===== src/rtl/mips_lsu.sv =====
// Load/store unit: drives the word-wide data memory for one load or store at
// a time. Sub-word loads are extracted and extended here; sub-word stores are
// done as read-modify-write because the memory only writes whole words.
module mips_lsu #(
   parameter int unsigned ADDR_LIMIT = 1024,
   parameter bit          WR_SWAP    = 1'b1
) (
   input  logic        clk,
   input  logic        rst,
   input  logic        req_valid,
   output logic        req_ready,
   input  logic        req_we,
   input  logic [1:0]  req_size,
   input  logic        req_signed,
   input  logic [31:0] req_addr,
   input  logic [31:0] req_wdata,
   output logic        resp_valid,
   output logic        resp_err,
   output logic [31:0] resp_rdata,
   output logic [31:0] mem_address,
   output logic [31:0] write_data,
   output logic        sig_mem_read,
   output logic        sig_mem_write,
   input  logic [31:0] read_data
);

   typedef enum logic [1:0] {
      S_IDLE  = 2'd0,
      S_READ  = 2'd1,
      S_WRITE = 2'd2,
      S_RESP  = 2'd3
   } state_t;

   state_t      state_q, state_d;

   logic        we_q;
   logic [1:0]  size_q;
   logic        signed_q;
   logic [1:0]  off_q;
   logic [31:0] wreq_q;
   logic        err_q;
   logic [31:0] addr_q;
   logic [31:0] wdata_q;
   logic [31:0] rdata_q;

   logic [2:0]  req_bytes;
   logic [32:0] req_end;
   logic        req_misalign;
   logic        req_err;

   // Full byte reversal of a word.
   function automatic logic [31:0] bswap(input logic [31:0] w);
      return {w[7:0], w[15:8], w[23:16], w[31:24]};
   endfunction

   // The memory wants write words lane-reversed relative to the big-endian
   // view used everywhere inside this unit.
   function automatic logic [31:0] present_word(input logic [31:0] w);
      return WR_SWAP ? bswap(w) : w;
   endfunction

   // Pick the addressed byte/halfword out of a big-endian read word and
   // extend it to 32 bits.
   function automatic logic [31:0] load_extract(input logic [31:0] rd,
                                                input logic [1:0]  size,
                                                input logic [1:0]  off,
                                                input logic        sgn);
      logic        [7:0]  b;
      logic        [15:0] h;
      logic        [31:0] r;
      case (off)
         2'd0:    b = rd[31:24];
         2'd1:    b = rd[23:16];
         2'd2:    b = rd[15:8];
         default: b = rd[7:0];
      endcase
      h = off[1] ? rd[15:0] : rd[31:16];
      case (size)
         2'd0:    r = sgn ? {{24{b[7]}}, b} : {24'd0, b};
         2'd1:    r = sgn ? {{16{h[15]}}, h} : {16'd0, h};
         default: r = rd;
      endcase
      return r;
   endfunction

   // Overlay the store data onto the sampled word, keeping untouched lanes.
   function automatic logic [31:0] store_merge(input logic [31:0] rd,
                                               input logic [1:0]  size,
                                               input logic [1:0]  off,
                                               input logic [31:0] wd);
      logic [31:0] m;
      m = rd;
      if (size == 2'd0) begin
         case (off)
            2'd0:    m[31:24] = wd[7:0];
            2'd1:    m[23:16] = wd[7:0];
            2'd2:    m[15:8]  = wd[7:0];
            default: m[7:0]   = wd[7:0];
         endcase
      end else if (size == 2'd1) begin
         if (off[1]) m[15:0]  = wd[15:0];
         else        m[31:16] = wd[15:0];
      end else begin
         m = wd;
      end
      return m;
   endfunction

   // Classify the incoming request: alignment, reserved size and range.
   always_comb begin
      req_bytes    = 3'd4;
      req_misalign = 1'b0;
      case (req_size)
         2'd0: req_bytes = 3'd1;
         2'd1: begin
            req_bytes    = 3'd2;
            req_misalign = req_addr[0];
         end
         2'd2: begin
            req_bytes    = 3'd4;
            req_misalign = |req_addr[1:0];
         end
         default: req_bytes = 3'd4;
      endcase
      req_end = {1'b0, req_addr} + {30'd0, req_bytes};
      req_err = (req_size == 2'd3) || req_misalign || (req_end > 33'(ADDR_LIMIT));
   end

   // State register.
   always_ff @(posedge clk) begin
      if (rst) state_q <= S_IDLE;
      else     state_q <= state_d;
   end

   // Next-state logic: errors skip the memory entirely, word stores skip the read.
   always_comb begin
      state_d = state_q;
      case (state_q)
         S_IDLE: begin
            if (req_valid) begin
               if (req_err)                        state_d = S_RESP;
               else if (req_we && req_size == 2'd2) state_d = S_WRITE;
               else                                 state_d = S_READ;
            end
         end
         S_READ:  state_d = we_q ? S_WRITE : S_RESP;
         S_WRITE: state_d = S_RESP;
         default: state_d = S_IDLE;
      endcase
   end

   // Outputs decoded from the state; address and write word come from registers.
   always_comb begin
      req_ready     = (state_q == S_IDLE);
      sig_mem_read  = (state_q == S_READ);
      sig_mem_write = (state_q == S_WRITE);
      resp_valid    = (state_q == S_RESP);
      resp_err      = (state_q == S_RESP) && err_q;
      resp_rdata    = (state_q == S_RESP) ? rdata_q : 32'd0;
      mem_address   = addr_q;
      write_data    = wdata_q;
   end

   // Request latch, read sampling and write-word construction.
   always_ff @(posedge clk) begin
      if (rst) begin
         we_q     <= 1'b0;
         size_q   <= 2'd0;
         signed_q <= 1'b0;
         off_q    <= 2'd0;
         wreq_q   <= 32'd0;
         err_q    <= 1'b0;
         addr_q   <= 32'd0;
         wdata_q  <= 32'd0;
         rdata_q  <= 32'd0;
      end else begin
         case (state_q)
            S_IDLE: begin
               if (req_valid) begin
                  we_q     <= req_we;
                  size_q   <= req_size;
                  signed_q <= req_signed;
                  off_q    <= req_addr[1:0];
                  wreq_q   <= req_wdata;
                  err_q    <= req_err;
                  rdata_q  <= 32'd0;
                  if (!req_err) begin
                     addr_q <= {req_addr[31:2], 2'b00};
                     if (req_we && req_size == 2'd2)
                        wdata_q <= present_word(req_wdata);
                  end
               end
            end
            S_READ: begin
               if (we_q) wdata_q <= present_word(store_merge(read_data, size_q, off_q, wreq_q));
               else      rdata_q <= load_extract(read_data, size_q, off_q, signed_q);
            end
            default: ;
         endcase
      end
   end

endmodule


===== config.mk =====
export PLATFORM = sky130hd
export DESIGN_NAME = mips_lsu
export DESIGN_NICKNAME = d
export VERILOG_FILES = /design/src/rtl/mips_lsu.sv
export SDC_FILE = /design/constraint.sdc
export NUM_CORES = 1
export LEC_CHECK = 0
export ABC_AREA = 1
export CELL_PAD_IN_SITES_DETAIL_PLACEMENT = 0
export CELL_PAD_IN_SITES_GLOBAL_PLACEMENT = 1
export CORE_MARGIN = 3
export CORE_UTILIZATION = 31
export CTS_CLUSTER_SIZE = 10
export DETAILED_ROUTE_END_ITERATION = 10
export HOLD_SLACK_MARGIN = 0.02
export PLACE_DENSITY_LB_ADDON = 0.1
export RECOVER_POWER = 100
export SETUP_SLACK_MARGIN = 0.15
export SLEW_MARGIN = 0
export SYNTH_ARGS = -nofsm -noshare
export SYNTH_HDL_FRONTEND = slang
export SYNTH_SLANG_ARGS = --single-unit

===== constraint.sdc =====
create_clock -name clk -period 3.4 [get_ports clk]
set_input_delay 1.02 -clock clk [delete_from_list [all_inputs] [get_ports clk]]
set_output_delay 1.02 -clock clk [all_outputs]
set_load 0.02 [all_outputs]

== Word-level counts from Yosys, hierarchy flattened ==
Cells that the tools add are included.
Storage, ports and cells
  flip-flop bits (word level): 135
  bits of input ports: 103
  output and inout bits: 101
  logic and storage cells: 71
Operators by class
  add/sub/neg operators: 1
  order comparisons: 1
  equality and inequality tests: 14
  muxes and demuxes: 29
  bitwise gates (word level): 1
  reductions and logical operators: 15
Operators by type and width (count)
  32-bit 2-to-1 mux: 11
  32-bit one-hot mux with 2 select lines: 3
  16-bit 2-to-1 mux: 3
  32-bit by 3-bit adder with 33-bit output: 1
  33-bit by 11-bit greater-than comparator with 1-bit output, second input constant: 1
  8-bit 2-to-1 mux: 4
  8-bit one-hot mux with 3 select lines: 1
  2-bit equality test, second input constant: 5
  2-bit by 1-bit equality test with 1-bit output, second input constant: 4
  2-bit zero test: 4
  2-bit 2-to-1 mux: 3
  2-bit inequality test, second input constant: 3
  2-bit one-hot mux with 3 select lines: 1
  3-bit one-hot mux with 2 select lines: 1
  3-bit AND reduction: 2
  5-bit AND reduction: 1
  2-bit by 1-bit inequality test with 1-bit output, second input constant: 2
  3-bit OR reduction: 1
  1-bit logical AND: 2
  1-bit logical OR: 2
  1-bit one-hot mux with 2 select lines: 1
  2-bit AND reduction: 1
  2-bit nonzero test: 1
  2-bit OR reduction: 1
  2 further kinds: 2

== Depth between registers and ports, before layout ==
  depth after elaboration: 8
  mapped depth: 24
  depth with buffers taken out: 22

== Worst setup path after synthesis ==
OpenSTA, ideal clock, no wires.
  path type: input to register
  start point: input req_size[0]
  end point: register wdata_q[11], in the netlist write_data[11]
  library setup time: 0.110 ns
  data arrival time: 3.406 ns
  data required time: 3.290 ns
  setup slack: -0.116 ns
  stages on the path: 22
  path buffers: 2
  cell sequence: inv_1 ha_1 ha_1 fa_1 nand3_1 nand2_1 nand2_2 clkinv_1 nand2_1 nand2_1 nor2_1 nand4_1 nand2_1 nand2_1 nor2_1 nand2_1 nand2_1 buf_4 buf_2 nand4_1 nand2_1 nor2_1
On the way
  cells in the longest elaborated chain, start to end: 7
  elaborated cells on any way between the ends: 14
  classes of those cells: 1 x add/sub; 1 x order compare; 5 x eq/ne; 2 x mux; 5 x reduce/logical
Ends and longest elaborated chain
  start: declaration: line 13  | input logic [1:0] req_size,
  2-bit by 1-bit equality test with 1-bit output / 2-bit zero test (equally long branches): line 113  | case (req_size)
  3-bit one-hot mux with 2 select lines: line 113
  32-bit by 3-bit adder with 33-bit output: line 125  | req_end = {1'b0, req_addr} + {30'd0, req_bytes};
  33-bit by 11-bit greater-than comparator with 1-bit output: line 126  | req_err = (req_size == 2'd3) || req_misalign || (req_end > 33'(ADDR_LIMIT));
  1-bit logical OR: line 126
  2-bit inequality test (no line)
  5-bit AND reduction (no line) *
  end signal: assignment: line 190  | wdata_q <= present_word(req_wdata);
  end signal: assignment: line 195  | if (we_q) wdata_q <= present_word(store_merge(read_data, size_q, off_q, wreq_q));
  end: declaration: line 43  | logic [31:0] wdata_q;
Every way passes the cells marked *; elsewhere a longest branch is shown, timed or not.
A chain may end at the register's enable or synchronous reset.

== Final worst setup path ==
  start point: input req_size[1]
  end point: register wdata_q[14], in the netlist write_data[14]
The elaborated chain is that of the path after synthesis.

==> results by group <==
Status
  • Status: finished clean

Power and ir drop
  • VDD IR-drop max: 0.000365 V
  • PD cells: 659 nW/um2
  • Static Leak: 5.54 nW

Placement
  • # placed instances: 1914
  • Pre-CTS setup slack: -0.802 ns
  • HPWL Detailed: 24.1 mm
  • Gp weighted congestion: 0.874
  • I/O Buffers: 201

Setup path
  • Crit path DAT: 3.65 ns
  • Crit end category: flip-flop
  • Crit-path leading delay family: simple AND/OR/NAND/NOR gates
  • Worst path bufs/invs: 5
  • Setup CP Type: in2reg
  • Worst Setup SP: req_size[1]
  • Required time worst endpoint: 3.76 ns
  • CP dominant cell by count: nand2_4
  • Critical path's largest stage delay: 0.41 ns
  • Critical path peak fanout: 6
  • Crit path cell chain: buf_12, clkinv_8, ha_4, ha_4, fa_2, nand3_4, nand2_4, nand2_4, nor2_4, nand2_1, nand3_1, nor2_1, nand3_1, nor2_2, nand2_2, nand2_4, nand3_4, buf_8, buf_16, nand2_4, inv_2, nor2_2
  • CP max-delay cell: fa_2
  • R2r startpoint: state_q[0]$_SDFFE_PP0P_
  • CP Launch Type: input pin

Timing
  • F_max: 304 MHz
  • Clock skew: 0.0145 ns
  • Post-route setup slack: 0.116 ns
  • Worst slew margin: 0.124
  • Fin. Hold Viols: 0
  • # setup viols final: 0
  • Fin. max-slew vios: 0
  • Slew @ Worst Pin: 1.31 ns
  • Final Cycle Share: 0.966
  • Crit path time final: 3.28 ns
  • Unrepaired setup endpoints after global routing: true
  • Total Neg Setup Slack: 0 ns

Cells and area
  • Layout Area Growth over Synthesis: 48.1%
  • Core Util, Final: 0.471
  • Antenna diodes: 0
  • Nets: 1728
  • Fill cells: 2801
  • Non-Filler Instances: 1959
  • Commonest non-fill, non-tap cell in the layout: nand2_1
  • Layout cell share with drive strength beyond 1: 0.142
  • Most frequent cells in the layout: nand2_1 (263), inv_1 (196), clkdlybuf4s50_1 (174)

GRT
  • Total Routing Usage GR: 0.224
  • Grt ovf: 0
  • Initial antenna violation count: 3
  • First-pass GRT wire length: 51.1 mm
  • Largest net degree at the start of global routing: 60
  • Vias in the first global route: 9137

Floorplan
  • Core area: 26400 um2
  • Top Ports: 204
  • Full die area: 29100 um2
  • Chip Width: 170 um
  • Die Ht: 170 um
  • Rows: 59
  • Initial core utilization: 0.318

Job
  • Max-cap viol count: 0

Logic synthesis
  • Ys async rst share: 0
  • Synthesized instance count: 1377
  • Yosys cell types: 41
  • Flop and latch count out of synthesis: 135
  • Post-synth top area share: 0.322
  • Sequential cell area fraction in the yosys report: 0.322
  • Post-synth top flop: dfxtp_1
  • Synth warnings: 0
  • EDFF count, synth: 0
  • Synth Area per Inst: 6.09 um2
  • Leading area contributor after synthesis: dfxtp_1
  • Cell Area, Synth: 8380 um2
  • Top post-synthesis cells by area: dfxtp_1 (32%), nand2_1 (13%), o21ai_0 (9.9%)

Drt
  • Starting DRT DRC Count: 652
  • Final wirelength: 33.6 mm
  • DR vias/cell: 4.91
  • Antenna-violating nets left: 0
  • Vias: 9615
  • DRT Pass-1 Iters: 6
  • Drc violations: 0
  • Wire per inst: 17.2 um

CTS
  • CTS tree: built
  • Total clock sinks: 135
  • H-tree Lvls: 4
  • Worst-Skew Late Latency: 0.43 ns
  • Worst-path clk slew: 0.06 ns
  • Total CTS buffers: 17
  • Clk buf depth: 2
  • CTS Root Cell: clkbuf_16

Hold path
  • Hold Path Class: reg2reg
  • Origin of the worst min-delay path: mem_address[2]$_SDFFE_PP0P_
state kept, by name, summed over array words and instances, names as in the netlist:
name,count
off_q,2
rdata_q,32
mem_address,30
signed_q,1
err_q,1
write_data,32
we_q,1
wreq_q,32
state_q,2
size_q,2
through the flow:
stage                     power, mW  cell area, um2  hold slack (ns)
after floorplan                4.43            8450            0.424
final                          8.18           12400            0.444
after global placement         5.75           11200            0.431
after CTS                      7.89           12100            0.448
after detailed placement       5.75           11200            0.436
after global routing           8.74           12400            0.463
worst min-delay path: stages (launching register included):
cell	delay [ns]
dfxtp_1	0.30
inv_1	0.04
a21oi_1	0.05
per-layer routing:
layer | wire length, um | part of all wire | up-vias | GRT usage
li1 | - | - | 4907 | -
met4 | 801 | 0.024 | 6 | 0.0713
met2 | 15400 | 0.46 | 285 | 0.360
met5 | 41 | 0.0012 | - | 0
met3 | 2300 | 0.068 | 48 | 0.0585
met1 | 15100 | 0.45 | 4369 | 0.295
final cells by class:
class,count,area [um2],share of cell area
clock inverters,14,138,0.0111
inverters,219,845,0.0680
clock buffers,18,439,0.0354
well taps,335,419,0.0337
repair buffers,294,2990,0.241
flip-flops and latches,135,2700,0.218
multi-input cells,944,4880,0.393
Yosys cell counts (2+ instances only):
cell type	instances
nand2_1	295
nand4_1	33
inv_2	5
o2111ai_1	6
nor2_4	2
nand3_1	71
dfxtp_1	135
buf_6	3
clkinv_1	3
nor3_1	4
clkbuf_1	61
o21bai_1	3
buf_2	3
o221ai_1	5
o22ai_1	7
a21oi_1	121
nand3b_1	6
xnor2_1	2
nor2_2	5
ha_1	13
nor2_1	155
a31oi_1	5
buf_1	9
o211ai_1	21
nand2_2	7
buf_4	4
inv_1	211
o21ai_0	166
o32ai_1	4
repair_timing:
item	in CTS	in global routing
cloned	5	3
pin swaps	25	38
gates resized for setup	52	78
endpoints found under the setup margin	65	88
hold buffers	0	0
setup buffers	3	2
report_power, final:
part	internal, mW	switching, mW	total [mW]
sequential	1.90	0.200	2.10
combinational	1.59	2.64	4.23
clock	1.04	0.805	1.85
cell families after synthesis:
kind of cell | synth area share
other | 0.000447
XOR/XNOR | 0.00209
buffers and inverters | 0.139
AND/OR/NAND/NOR | 0.291
AO/OA/AOI/OAI | 0.224
flip-flops | 0.322
adder cells (fa/ha/maj) | 0.0218
final timing paths:
check / cells past startpoint / slack [ns] / to
max: 22 / 0.12 / write_data[14]$_SDFFE_PP0P_
min: 2 / 0.44 / mem_address[2]$_SDFFE_PP0P_
max reg2reg: 6 / 0.83 / wreq_q[5]$_SDFFE_PP0P_
min reg2reg: 2 / 0.44 / mem_address[2]$_SDFFE_PP0P_
Note: power is estimated with default switching activity, not from simulation.
